[src/rtl/alu_seq_pkg.sv]
// Shared types and constants for the nibble-serial ALU sequencer.
// Select codes are the slice encoding used by the sequencer's callers.
package alu_seq_pkg;

  localparam int NIBBLE_W = 4;

  typedef enum logic [1:0] {
    IDLE,
    ISSUE,
    DONE
  } seq_state_t;

  localparam logic [3:0] SEL_PASS_A = 4'd0;
  localparam logic [3:0] SEL_OR     = 4'd1;
  localparam logic [3:0] SEL_AND    = 4'd4;
  localparam logic [3:0] SEL_ADD    = 4'd6;

endpackage

[src/rtl/alu_seq_nibble_mux.sv]
// Selects one 4-bit slice of a wide operand by nibble index.
// Out-of-range indices yield zero.
import alu_seq_pkg::*;

module alu_seq_nibble_mux #(
  parameter int NIBBLES = 4,
  parameter int IDX_W   = 2
) (
  input  logic [NIBBLES*NIBBLE_W-1:0] data,
  input  logic [IDX_W-1:0]            idx,
  output logic [NIBBLE_W-1:0]         nib
);

  always_comb begin
    nib = '0;
    for (int i = 0; i < NIBBLES; i++) begin
      if (idx == IDX_W'(i))
        nib = data[i*NIBBLE_W +: NIBBLE_W];
    end
  end

endmodule

[src/rtl/alu_nibble_sequencer.sv]
// Issues a wide op to an external 4-bit ALU slice, LSB nibble first.
// ALU_SEQ_B2B_EN: accept a new request in the same edge as the response.
import alu_seq_pkg::*;

module alu_nibble_sequencer #(
  parameter int NIBBLES = 4,
  localparam int W      = NIBBLES * NIBBLE_W,
  localparam int IDX_W  = $clog2(NIBBLES)
) (
  input  logic         clk,
  input  logic         rst_n,
  input  logic         req_valid,
  output logic         req_ready,
  input  logic [W-1:0] req_a,
  input  logic [W-1:0] req_b,
  input  logic [3:0]   req_sel,
  input  logic         req_m,
  input  logic         req_cin,
  output logic [3:0]   alu_in1,
  output logic [3:0]   alu_in2,
  output logic [3:0]   alu_sel,
  output logic         alu_cin,
  output logic         alu_m,
  input  logic [3:0]   alu_out,
  input  logic         alu_cout,
  input  logic         alu_comparator,
  output logic         rsp_valid,
  input  logic         rsp_ready,
  output logic [W-1:0] rsp_result,
  output logic         rsp_cout,
  output logic         rsp_equal
);

  localparam logic [IDX_W-1:0] LAST = IDX_W'(NIBBLES - 1);

  seq_state_t       state;
  logic [IDX_W-1:0] idx;
  logic [W-1:0]     a_reg;
  logic [W-1:0]     b_reg;
  logic [3:0]       sel_reg;
  logic             m_reg;
  logic             carry_reg;
  logic             eq_reg;
  logic [W-1:0]     result;
  logic [3:0]       nib_a;
  logic [3:0]       nib_b;
  logic             issuing;
  logic             accept;

  alu_seq_nibble_mux #(.NIBBLES(NIBBLES), .IDX_W(IDX_W)) u_mux_a (
    .data (a_reg),
    .idx  (idx),
    .nib  (nib_a)
  );

  alu_seq_nibble_mux #(.NIBBLES(NIBBLES), .IDX_W(IDX_W)) u_mux_b (
    .data (b_reg),
    .idx  (idx),
    .nib  (nib_b)
  );

`ifdef ALU_SEQ_B2B_EN
  assign req_ready = (state == IDLE) ||
                     ((state == DONE) && rsp_ready);
`else
  assign req_ready = (state == IDLE);
`endif

  assign accept    = req_valid && req_ready;
  assign issuing   = (state == ISSUE);
  assign rsp_valid = (state == DONE);

  // Slice drive comes only from state registers; idle values outside ISSUE.
  assign alu_in1 = issuing ? nib_a   : 4'h0;
  assign alu_in2 = issuing ? nib_b   : 4'h0;
  assign alu_sel = issuing ? sel_reg : 4'h0;
  assign alu_m   = issuing ? m_reg   : 1'b1;
  assign alu_cin = issuing && !m_reg && carry_reg;

  assign rsp_result = result;
  assign rsp_cout   = carry_reg;
  assign rsp_equal  = eq_reg;

  always_ff @(posedge clk or negedge rst_n) begin
    if (!rst_n) begin
      state     <= IDLE;
      idx       <= '0;
      a_reg     <= '0;
      b_reg     <= '0;
      sel_reg   <= '0;
      m_reg     <= 1'b1;
      carry_reg <= 1'b0;
      eq_reg    <= 1'b0;
      result    <= '0;
    end else begin
      case (state)
        ISSUE: begin
          for (int i = 0; i < NIBBLES; i++) begin
            if (idx == IDX_W'(i))
              result[i*NIBBLE_W +: NIBBLE_W] <= alu_out;
          end
          carry_reg <= alu_cout;
          eq_reg    <= eq_reg && alu_comparator;
          if (idx == LAST) begin
            state <= DONE;
            idx   <= '0;
          end else begin
            idx <= idx + 1'b1;
          end
        end
        DONE: begin
          if (rsp_ready)
            state <= IDLE;
        end
        default: ;
      endcase
      // A load overrides the DONE->IDLE step when back-to-back is enabled.
      if (accept) begin
        state     <= ISSUE;
        idx       <= '0;
        a_reg     <= req_a;
        b_reg     <= req_b;
        sel_reg   <= req_sel;
        m_reg     <= req_m;
        carry_reg <= req_cin;
        eq_reg    <= 1'b1;
      end
    end
  end

endmodule
[config.mk]
export PLATFORM = sky130hd
export DESIGN_NAME = alu_nibble_sequencer
export DESIGN_NICKNAME = d
export VERILOG_FILES = /design/src/rtl/alu_seq_pkg.sv /design/src/rtl/alu_seq_nibble_mux.sv /design/src/rtl/alu_nibble_sequencer.sv
export SDC_FILE = /design/constraint.sdc
export NUM_CORES = 1
export LEC_CHECK = 0
export CAP_MARGIN = 20
export CORE_MARGIN = 10
export CORE_UTILIZATION = 50
export DETAILED_ROUTE_END_ITERATION = 16
export HOLD_SLACK_MARGIN = 0.03
export PLACE_DENSITY = 0.95
export SLEW_MARGIN = 20
export SYNTH_ARGS = -nofsm -noshare
export SYNTH_HDL_FRONTEND = slang
export SYNTH_SLANG_ARGS = --single-unit
export TNS_END_PERCENT = 10
[constraint.sdc]
create_clock -name clk -period 3.8 [get_ports clk]
set_input_delay 0.38 -clock clk [delete_from_list [all_inputs] [get_ports clk]]
set_output_delay 0.38 -clock clk [all_outputs]
set_load 0.05 [all_outputs]
### Word level (Yosys, flattened, before mapping)

Cells that the tools add are included.

* flip-flop bits (word level): 59
* word-level logic and storage cells: 57
* output and inout port bits: 34

* reduce and logical (&&, ||, !) cells: 14
* muxes and demuxes: 23
* eq/ne operators: 7
* $add $sub $neg: 1

Operators with widths (number)
* $mux W4: 11
* $mux W2: 6
* $reduce_and A2 Y1: 4
* $eq A2 B2 Y1 const B: 3
* $ne A3 B1 Y1 const B: 2
* $mux W1: 5
* $eq A2 B1 Y1 const B: 2
* $logic_and A1 B1 Y1: 4
* $logic_not A2 Y1: 2
* $pmux W2 S2: 1
* $reduce_and A3 Y1: 1
* $reduce_bool A3 Y1: 1
* $add A2 B1 Y2 const B: 1
* $reduce_bool A2 Y1: 1
* $logic_not A1 Y1: 1

### Longest topological paths before layout

Gate-level depths: netlist of run 1.

* depth after elaboration: 6
* mapped depth: 7

### By module

Synthesis of run 1 repeated with hierarchy kept, for this count alone.

* cell total of the unflattened synthesis: 178
* area total of the unflattened synthesis: 2701.3 µm²

Modules (own cells, without submodules)
* alu_nibble_sequencer: times used 1, area an instance 2491.1 µm², cells an instance 170
* alu_seq_nibble_mux: times used 2, area an instance 105.1 µm², cells an instance 4

### Least setup slack after synthesis of run 1

OpenSTA, ideal clock, no wires.

* kind: flip-flop to output port
* start: register state[1]
* end: output port alu_cin
* path slack: 1486 ps
* path buffers: 1
* data required time: 3420 ps
* arrival time: 1934 ps
* cell stages (with the launch flop): 6
* cells stage by stage: dfrtp_1 inv_1 ha_1 buf_4 nand2b_1 nor2_1

* cells in the longest elaborated chain, start to end: 3

RTL lines
* start, declared: RTL line alu_nibble_sequencer.sv:36 `seq_state_t state;`
* start signal, assigned: RTL line alu_nibble_sequencer.sv:86 `state <= IDLE;`
* start signal, assigned: RTL line alu_nibble_sequencer.sv:105 `state <= DONE;`
* start signal, assigned: RTL line alu_nibble_sequencer.sv:113 `state <= IDLE;`
* $eq A2 B1 Y1: RTL line alu_nibble_sequencer.sv:70 `assign issuing = (state == ISSUE);`
* $logic_and A1 B1 Y1 (2 in a row): RTL line alu_nibble_sequencer.sv:78 `assign alu_cin = issuing && !m_reg && carry_reg;`
* end, declared: RTL line alu_nibble_sequencer.sv:22 `output logic alu_cin,`

No other way between the ends.

### Worst setup path after layout of run 1

* start: register state[1]
* end: output port alu_in2[1]

* cells in the longest elaborated chain, start to end: 2

RTL lines
* $eq A2 B1 Y1: RTL line alu_nibble_sequencer.sv:70
* $mux W4: RTL line alu_nibble_sequencer.sv:75 `assign alu_in2 = issuing ? nib_b : 4'h0;`
* end, declared: RTL line alu_nibble_sequencer.sv:20 `output logic [3:0] alu_in2,`

No other way between the ends.

==> impl_results.md, run 1 <==
- Dpl ws: 0.830 ns
- Setup TNS: 0 ns
- Clock sinks: 59
- Worst Path Max Fanout: 13
- Synth cell types: 24
- Critical path capture point type: output pin
- Worst R2R Start: state[0]
- Cell Rows: 26
- CTS tree: done
- Fillers: 376
- Die W: 94.0 microns
- P_int: 1.10 mW
- Largest net degree at the start of global routing: 44
- Worst-path clk slew: 0.07 ns
- Max Clock Freq: 297 MHz
- Data arrival, critical path: 2.99 ns
- Post-synth net total: 263
- Num CTS Buffers: 9
- Hold WC Path Type: primary input to async pin
- PD cells: 370 nW/um^2
- Combinational Power Share: 7.6%
- DR vias: 1889
- Reg-to-reg endpoint: a_reg[13]
- Worst-path cell chain: inv_1 -> ha_1 -> buf_4 -> nor2b_1 -> a32o_1 -> clkdlybuf4s50_1
- Clock share of power: 46.7%
- Drt total wl: 6650 microns
- IO Count: 82
- Vias in the first global route: 2071
- Nets: 346
- Yosys reg bits: 59
- Antenna fix cells: 0
- Worst-path cell with the longest stage delay: clkdlybuf4s50_1
- Most frequent cell after synthesis: dfrtp_1
- HPWL Detailed: 4840 microns
- Drt drc: 0
- Yosys warnings: 0
- Synth area leader: dfrtp_1
- Skew-Pair Late Insertion Delay: 0.34 ns
- Final setup fails: 0
- Initial antenna violation count: 0
- Synth top cells by count: dfrtp_1, mux2_2, a21oi_1
- Share of power burned in registers: 45.7%
- Post-Syn Instances: 207
- Max VDD drop: 305 uV
- Drt pass-1 iters: 4
- Initial drt markers: 75
- Gr ovfl total: 0
- P&R area growth vs syn: 37.6%
- Worst Skew: 0.00464 ns
- Postcts setup bufs: 0
- Core area: 5200 sq um
- Post-synth ARST share: 100%
- Number of flops mapped to enable cells by yosys: 0
- Sw Share: 21.5%
- R2r setup slk: 1.79 ns
- Worst-margin pin slew: 0.968 ns
- Synth Area per Inst: 13.2 sq um
- Synthesized cell area: 2740 sq um
- Final critical-path setup slack: 0.432 ns
- DR WL/cell: 18.2 microns
- Startpoint types: flop
- Required time of the critical path: 3.42 ns
- DIE HEIGHT: 94.0 microns
- Synth area leaders: dfrtp_1, mux2_2, ha_1
- Sequential share of the synthesized area: 54.0%
- NetSw: 300 uW
- Leakage: 1.71 nW
- Final Instance Area: 3770 sq um
- CP max stage delay: 0.81 ns
- RSZ-0062 raised after global routing: no
- Top-area cell type share of the netlist area: 53.0%
- Worst-case clock buffer depth: 2
- Fin crit period: 3.37 ns
- Fin. max-slew vios: 0
- Max-cap check violation count: 0
- Share of cells above drive strength 1: 23.4%
- R2r worst-path depth: 4
- Post-CTS sizing: 0
- Crit path kind: flop to output pin
- Status: finished clean
- Initial Utilization: 52.6%
- Tot GR Track Use: 15.3%
- Port Buffer Count: 81
- # H-tree levels: 3
- Worst hold slack: 0.139 ns
- Slew margin rel.: 35.2%
- Number of hold buffers added after cts: 0
- RePlAce Congestion: 0.784
- Final ANT Viol Nets: 0
- Final period util: 88.6%
- First-pass GRT wire length: 10400 microns
- Drt via density: 5.18
- Synth Flop Type: dfrtp_1
- Die area: 8840 sq um
- CTS root buf: clkbuf_8
- Final hold violation count: 0
- Area after DPL: 3540 sq um
## metrics by stage
step                      cells  total power, mW  util [%]
after floorplan             207            0.678         -
after global routing        365             1.45      72.4
final                       365             1.40      72.4
after global placement      349            0.755      68.0
after detailed placement    349            0.757      68.0
after CTS                   365             1.41      72.4
## worst max path at each step
stage,start,end,slack (ns),cells past startpoint
6_report,state[1],alu_in2[1],0.43,6
5_1_grt,state[1],alu_in2[0],0.32,6
4_1_cts,state[1],alu_in2[1],0.46,6
3_5_place_dp,state[1],alu_in2[1],0.83,6
3_3_place_gp,state[1],alu_in1[1],0.92,6
2_1_floorplan,state[1],alu_cin,1.49,5
## kinds of logic (layout without fill, tap and decap cells)
family,count (synthesis),after routing,synth area share [%]
fa+ha+maj,8,8,3.65
simple gates,36,36,7.58
compound gates,31,31,7.17
flops,59,59,54.0
mux,56,56,22.9
buf+inv,17,105,4.75
## area by class of cell
| cell class | instances | area (sq um) | area share (%) |
|---|---|---|---|
| multi-input combinational | 131 | 1130 | 30.0 |
| clock buffer | 12 | 155 | 4.12 |
| tap | 70 | 87.6 | 2.32 |
| inverter | 6 | 22.5 | 0.598 |
| clock inverter | 4 | 72.6 | 1.93 |
| sequential | 59 | 1480 | 39.2 |
| timing repair buffer | 83 | 821 | 21.8 |
## cells in the final DEF (no fill, tap or decap), drive strengths merged
cell type      count
a21oi             12
a32o               8
and2               5
and3               1
buf                3
bufinv             2
clkbuf            12
clkdlybuf4s50     80
clkinv             1
clkinvlp           1
dfrtp             58
dfstp              1
ha                 8
inv                6
mux2              53
mux2i              3
nand2             14
nand2b             5
nand4b             1
nor2               2
nor2b              2
o21ai             10
o22ai              1
or2b               6
## layer usage
metal  GRT usage, %  vias to the layer above  routed length, microns
met5              0                        -                       0
met4           6.58                        0                     138
met1           16.6                      921                    2610
met3           5.92                       12                     489
li1               -                      891                       -
met2           25.9                       65                    3410
## power by group through the flow
stage          clock [mW]  combinational [mW]  sequential, mW
2_1_floorplan           0             0.00532           0.673
3_5_place_dp            0               0.107           0.650
3_3_place_gp            0               0.106           0.649
4_1_cts             0.663               0.108           0.638
5_1_grt             0.695               0.112           0.638
6_report            0.652               0.106           0.638
## worst max-delay path, delay by kind of cell, from the launching register on
| kind | cells | cell delay, ns |
|---|---|---|
| AO/OA/AOI/OAI | 1 | 0.28 |
| adder cells (fa/ha/maj) | 1 | 0.17 |
| buffers and inverters | 3 | 1.12 |
| flip-flops | 1 | 0.39 |
| AND/OR/NAND/NOR | 1 | 0.70 |
No activity file was read; power rests on OpenSTA's default activity.
==> run 2, diff against run 1 <==
--- a/config.mk
+++ b/config.mk
@@ -11,6 +11,7 @@
 export DETAILED_ROUTE_END_ITERATION = 16
 export HOLD_SLACK_MARGIN = 0.03
 export PLACE_DENSITY = 0.95
+export RECOVER_POWER = 100
 export SLEW_MARGIN = 20
 export SYNTH_ARGS = -nofsm -noshare
 export SYNTH_HDL_FRONTEND = slang
==> run 2 against run 1 <==
  * The run now ends with max-capacitance violations, max-slew violations left
  * Clock-buffer cell count is the same
  * Sequential power barely moved
  * Clock power about the same
  * Non-clock buffer count unchanged
  * Cell area fell by 0.46%
  * Die area did not move
  * Final cell count stayed put
  * Utilization fell by 0.34 points
  * Critical endpoint unchanged
  * Largest power group unchanged
  * Highest routed layer unchanged
==> impl_results.md, run 2 (synthesis results as in run 1) <==
- Data arrival, critical path: 3.02 ns
- CP top delay family: buffers and inverters
- Nets: 346
- Final setup fails: 0
- Gr ovfl total: 0
- Hold Crit Endpoint: rsp_result[5]
- Die area: 8840 sq um
- Most common cell after layout, fill and taps aside: dfrtp_1
- Final ANT Viol Nets: 0
- Cell Rows: 26
- Clock sinks: 59
- Hold WC Path Type: flop to flop
- NetSw: 299 uW
- Fin. max-slew vios: 84
- Slew margin rel.: -35.6%
- Share of power burned in registers: 45.8%
- Port Buffer Count: 81
- HPWL Detailed: 4840 microns
- CTS tree: done
- First-pass GRT wire length: 10400 microns
- Worst R2R Start: state[0]
- Worst-path cell chain: inv_1 -> ha_1 -> buf_4 -> nor2b_1 -> a32o_1 -> dlygate4sd3_1
- CTS root buf: clkbuf_8
- # H-tree levels: 3
- Worst-path clk slew: 0.06 ns
- Fin crit period: 3.40 ns
- Worst-case clock buffer depth: 2
- Startpoint types: flop
- Worst Skew: 0.00535 ns
- Drt drc: 0
- Initial Utilization: 52.6%
- Finished Core Util: 72.0%
- Max-cap check violation count: 2
- Required time of the critical path: 3.42 ns
- Number of hold buffers added after cts: 0
- Failing checks: max-capacitance violations, max-slew violations
- Hold Startpoint: rsp_result[5]
- R2r setup slk: 1.19 ns
- Tot GR Track Use: 15.3%
- Most frequent cells in the layout: dfrtp_1, clkdlybuf4s50_1, mux2_2, dlygate4sd3_1, nand2_1
- Vias in the first global route: 2071
- Leakage: 1.77 nW
- Combinational Power Share: 7.4%
- Initial drt markers: 74
- PD cells: 371 nW/um^2
- RSZ-0062 raised after global routing: no
- Status: finished, violations left
- Initial antenna violation count: 0
- Hold Path Depth: 1
- Drt total wl: 6650 microns
- Core area: 5200 sq um
- Skew-Pair Late Insertion Delay: 0.34 ns
- IO Count: 82
- P&R area growth vs syn: 36.9%
- Max VDD drop: 306 uV
- DR WL/cell: 18.2 microns
- Drt via density: 5.19
- Num CTS Buffers: 9
- RePlAce Congestion: 0.784
- Crit path buf inv count: 3
- Post-CTS sizing: 0
- Share of cells above drive strength 1: 20.7%
- Postcts setup bufs: 0
- Final period util: 89.4%
- P_int: 1.09 mW
- CP max stage delay: 0.88 ns
- Crit path kind: flop to output pin
- Largest net degree at the start of global routing: 44
- Max Clock Freq: 294 MHz
- Total chip power: 1.39 mW
- DR vias: 1894
- Clock share of power: 46.8%
- Worst-margin pin slew: 2.03 ns
- Final hold violation count: 0
- Setup TNS: 0 ns
- Critical path capture point type: output pin
- Worst-path cell with the longest stage delay: dlygate4sd3_1
- R2r worst-path depth: 4
- DIE HEIGHT: 94.0 microns
- Reg-to-reg endpoint: a_reg[13]
- Die W: 94.0 microns
- Worst Path Max Fanout: 13
- Antenna fix cells: 0
- Sw Share: 21.5%
- Drt pass-1 iters: 4
## run 2: cell count changes in the layout (fill, tap and decap cells not counted), sizes merged
cell	change
clkbuf	+2
dlygate4sd3	+34
clkdlybuf4s50	-34
buf	-2
## run 2: cell type report
type / count / area, sq um
clock buffer: 12 / 155
timing repair buffer: 83 / 816
multi-input combinational: 131 / 1120
tap: 70 / 87.6
sequential: 59 / 1480
fill: 381 / 1460
inverter: 6 / 22.5
clock inverter: 4 / 72.6
## run 2: worst register-to-register path: stages (launching register included)
cell     delay (ns)
dfrtp_1        0.40
inv_1          0.10
ha_1           0.24
nand2_1        0.99
mux2_1         0.75
## run 2: power groups by stage
stage | logic (mW) | clock network [mW] | registers [mW]
6_report | 0.102 | 0.652 | 0.637
5_1_grt | 0.109 | 0.695 | 0.638
4_1_cts | 0.108 | 0.663 | 0.638
3_5_place_dp | 0.107 | 0 | 0.650
3_3_place_gp | 0.106 | 0 | 0.649
2_1_floorplan | 0.00532 | 0 | 0.673
## run 2: worst max path at each step
stage,slack [ns],from,to,cells after the start
2_1_floorplan,1.49,state[1],alu_cin,5
4_1_cts,0.46,state[1],alu_in2[1],6
5_1_grt,0.28,state[1],alu_in2[0],6
3_5_place_dp,0.83,state[1],alu_in2[1],6
3_3_place_gp,0.92,state[1],alu_in1[1],6
6_report,0.40,state[1],alu_in2[1],6
## run 2: stage by stage
step | hold WS, ns | std cells | cell area, sq um | setup slack [ns]
2_1_floorplan | 0.0844 | 207 | 2740 | 1.49
3_3_place_gp | 0.473 | 349 | 3540 | 0.915
3_5_place_dp | 0.481 | 349 | 3540 | 0.830
4_1_cts | 0.170 | 365 | 3770 | 0.457
5_1_grt | 0.509 | 365 | 3750 | 0.276
6_report | 0.485 | 365 | 3750 | 0.404
## run 2: metal layers
metal | share of wire, % | GRT usage [%] | vias up
met2 | 51 | 25.9 | 67
li1 | - | - | 893
met5 | 0 | 0 | -
met4 | 2.1 | 6.58 | 0
met1 | 40 | 16.6 | 922
met3 | 7.1 | 5.92 | 12
==> run 3, diff against run 2 <==
--- a/config.mk
+++ b/config.mk
@@ -7,10 +7,11 @@
 export LEC_CHECK = 0
 export CAP_MARGIN = 20
 export CORE_MARGIN = 10
-export CORE_UTILIZATION = 50
+export CORE_UTILIZATION = 40
 export DETAILED_ROUTE_END_ITERATION = 16
+export GPL_TIMING_DRIVEN = 0
 export HOLD_SLACK_MARGIN = 0.03
-export PLACE_DENSITY = 0.95
+export PLACE_DENSITY = 0.82
 export RECOVER_POWER = 100
 export SLEW_MARGIN = 20
 export SYNTH_ARGS = -nofsm -noshare
==> run 3 against run 2 <==
  * The run now ends clean
  * Largest power group is now registers
  * Die area increased by 19%
  * Sequential power about the same
  * Total power decreased by 7.4%
  * Highest routed layer unchanged
  * Clock-buffer cell count increased by 3
  * Via count increased by 2.3%
  * Clock skew increased by 0.0018 ns
  * Critical path depth unchanged
==> impl_results.md, run 3 (synthesis results as in run 1) <==
- Area after DPL: 3670 sq um
- Initial drt markers: 42
- Final ANT Viol Nets: 0
- Dpl ws: 1.14 ns
- Most frequent cells in the layout: dfrtp_1, clkdlybuf4s50_1, mux2_2, dlygate4sd3_1, nand2_1
- Worst-margin pin slew: 0.615 ns
- Leakage: 1.80 nW
- Nets: 357
- RSZ-0062 raised after global routing: no
- RePlAce Congestion: 0.807
- Gr ovfl total: 0
- Final Non-Filler Cells: 386
- P&R area growth vs syn: 39.4%
- Share of cells above drive strength 1: 21.6%
- Final Instance Area: 3820 sq um
- Startpoint types: flop
- Max Clock Freq: 310 MHz
- Multi-input gate area: 1120 sq um
- Number of placed instances, taps included: 369
- DR WL/cell: 17.7 microns
- Drt pass-1 iters: 4
- Crit path kind: flop to output pin
- Worst Path Max Fanout: 10
- Total chip power: 1.29 mW
- Fin crit period: 3.22 ns
- Tot GR Track Use: 13.3%
- Drt drc: 0
- Worst-case clock buffer depth: 2
- GRT met3 Usage: 5.43%
- Num CTS Buffers: 9
- # H-tree levels: 3
- HPWL Detailed: 4990 microns
- Postcts setup bufs: 0
- Final critical-path setup slack: 0.576 ns
- Initial antenna violation count: 0
- Data arrival, critical path: 2.84 ns
- Hold WC Path Type: primary input to async pin
- Worst Skew: 0.00719 ns
- CTS tree: done
- Status: finished clean
- Max-cap check violation count: 0
- Largest net degree at the start of global routing: 59
- Cell Rows: 30
- IO Count: 82
- Critical path capture point type: output pin
- GRT busiest layer: met2
- Fin. max-slew vios: 0
- DIE HEIGHT: 103 microns
- Core area: 6720 sq um
- Required time of the critical path: 3.42 ns
- Sequential Area: 1480 sq um
- PD cells: 337 nW/um^2
- Max VDD drop: 229 uV
- Final setup fails: 0
- Met2 Track Usage GR: 22.4%
- Clock sinks: 59
- Met1 Usage GRT: 14.4%
- Final hold violation count: 0
- Drt via density: 5.02
- Worst hold slack: 0.412 ns
- Antenna fix cells: 0
- First-pass GRT wire length: 10600 microns
- Slew margin rel.: 59.0%
- Port Buffer Count: 81
- Post-CTS sizing: 0
- Skew-Pair Late Insertion Delay: 0.34 ns
- Worst-path clk slew: 0.06 ns
- Die area: 10600 sq um
- Initial Utilization: 40.8%
- DR vias: 1937
- Final period util: 84.9%
- CTS root buf: clkbuf_8
- Drt total wl: 6810 microns
- Vias in the first global route: 2134
- Fillers: 587
- Die W: 103 microns
- Setup TNS: 0 ns
- Finished Core Util: 56.8%
- R2r setup slk: 1.77 ns
- Most common cell after layout, fill and taps aside: dfrtp_1
## run 3: cell types whose count changed in the layout (fill, tap and decap cells not counted), moves of 2 or more
cell	delta
buf_6	+3
buf_2	+2
clkbuf_8	+2
clkbuf_1	+6
bufinv_16	-2
## run 3: cell type report
cell class,count,area share [%]
Clock inverter,1,0.131
Inverter,6,0.590
Clock buffer,15,4.88
Multi-Input combinational cell,131,29.3
Timing Repair Buffer,83,22.1
Tap cell,80,2.62
Sequential cell,59,38.7
Buffer,11,1.74
## run 3: power by group
| group | internal, mW | switching, mW |
|---|---|---|
| Clock | 0.308 | 0.236 |
| Combinational | 0.0574 | 0.0496 |
| Sequential | 0.635 | 0.00287 |
| Total | 1.00 | 0.289 |
## run 3: worst paths after layout
path	from	endpoint	cells after the start
min in group clk	rsp_result[7]	rsp_result[7]	1
hold reg to reg	rsp_result[7]	rsp_result[7]	1
setup reg to reg	state[0]	b_reg[13]	5
setup / recovery	state[1]	alu_in2[3]	6
max in group asynchronous	rst_n	m_reg	3
hold / removal	rst_n	rsp_result[9]	2
## run 3: worst max-delay path: stages (launching register included)
cell and delay (ns):
dfrtp_1 0.38, inv_1 0.11, ha_1 0.20, and2_0 0.22
clkbuf_1 0.48, a32o_1 0.22, dlygate4sd3_1 0.88
## run 3: timing repair
action                     CTS  global route
setup endpoints to repair    0             0
hold endpoints to repair     1             0
hold buffers                 1             0
## run 3: metal layers
metal  share of wire, %  vias to the layer above  wire length [microns]
li1                   -                      916                      -
met1                 41                      949                   2820
met2                 50                       60                   3380
met3                7.3                       12                    496
met4                1.8                        0                    126
met5                  0                        -                      0
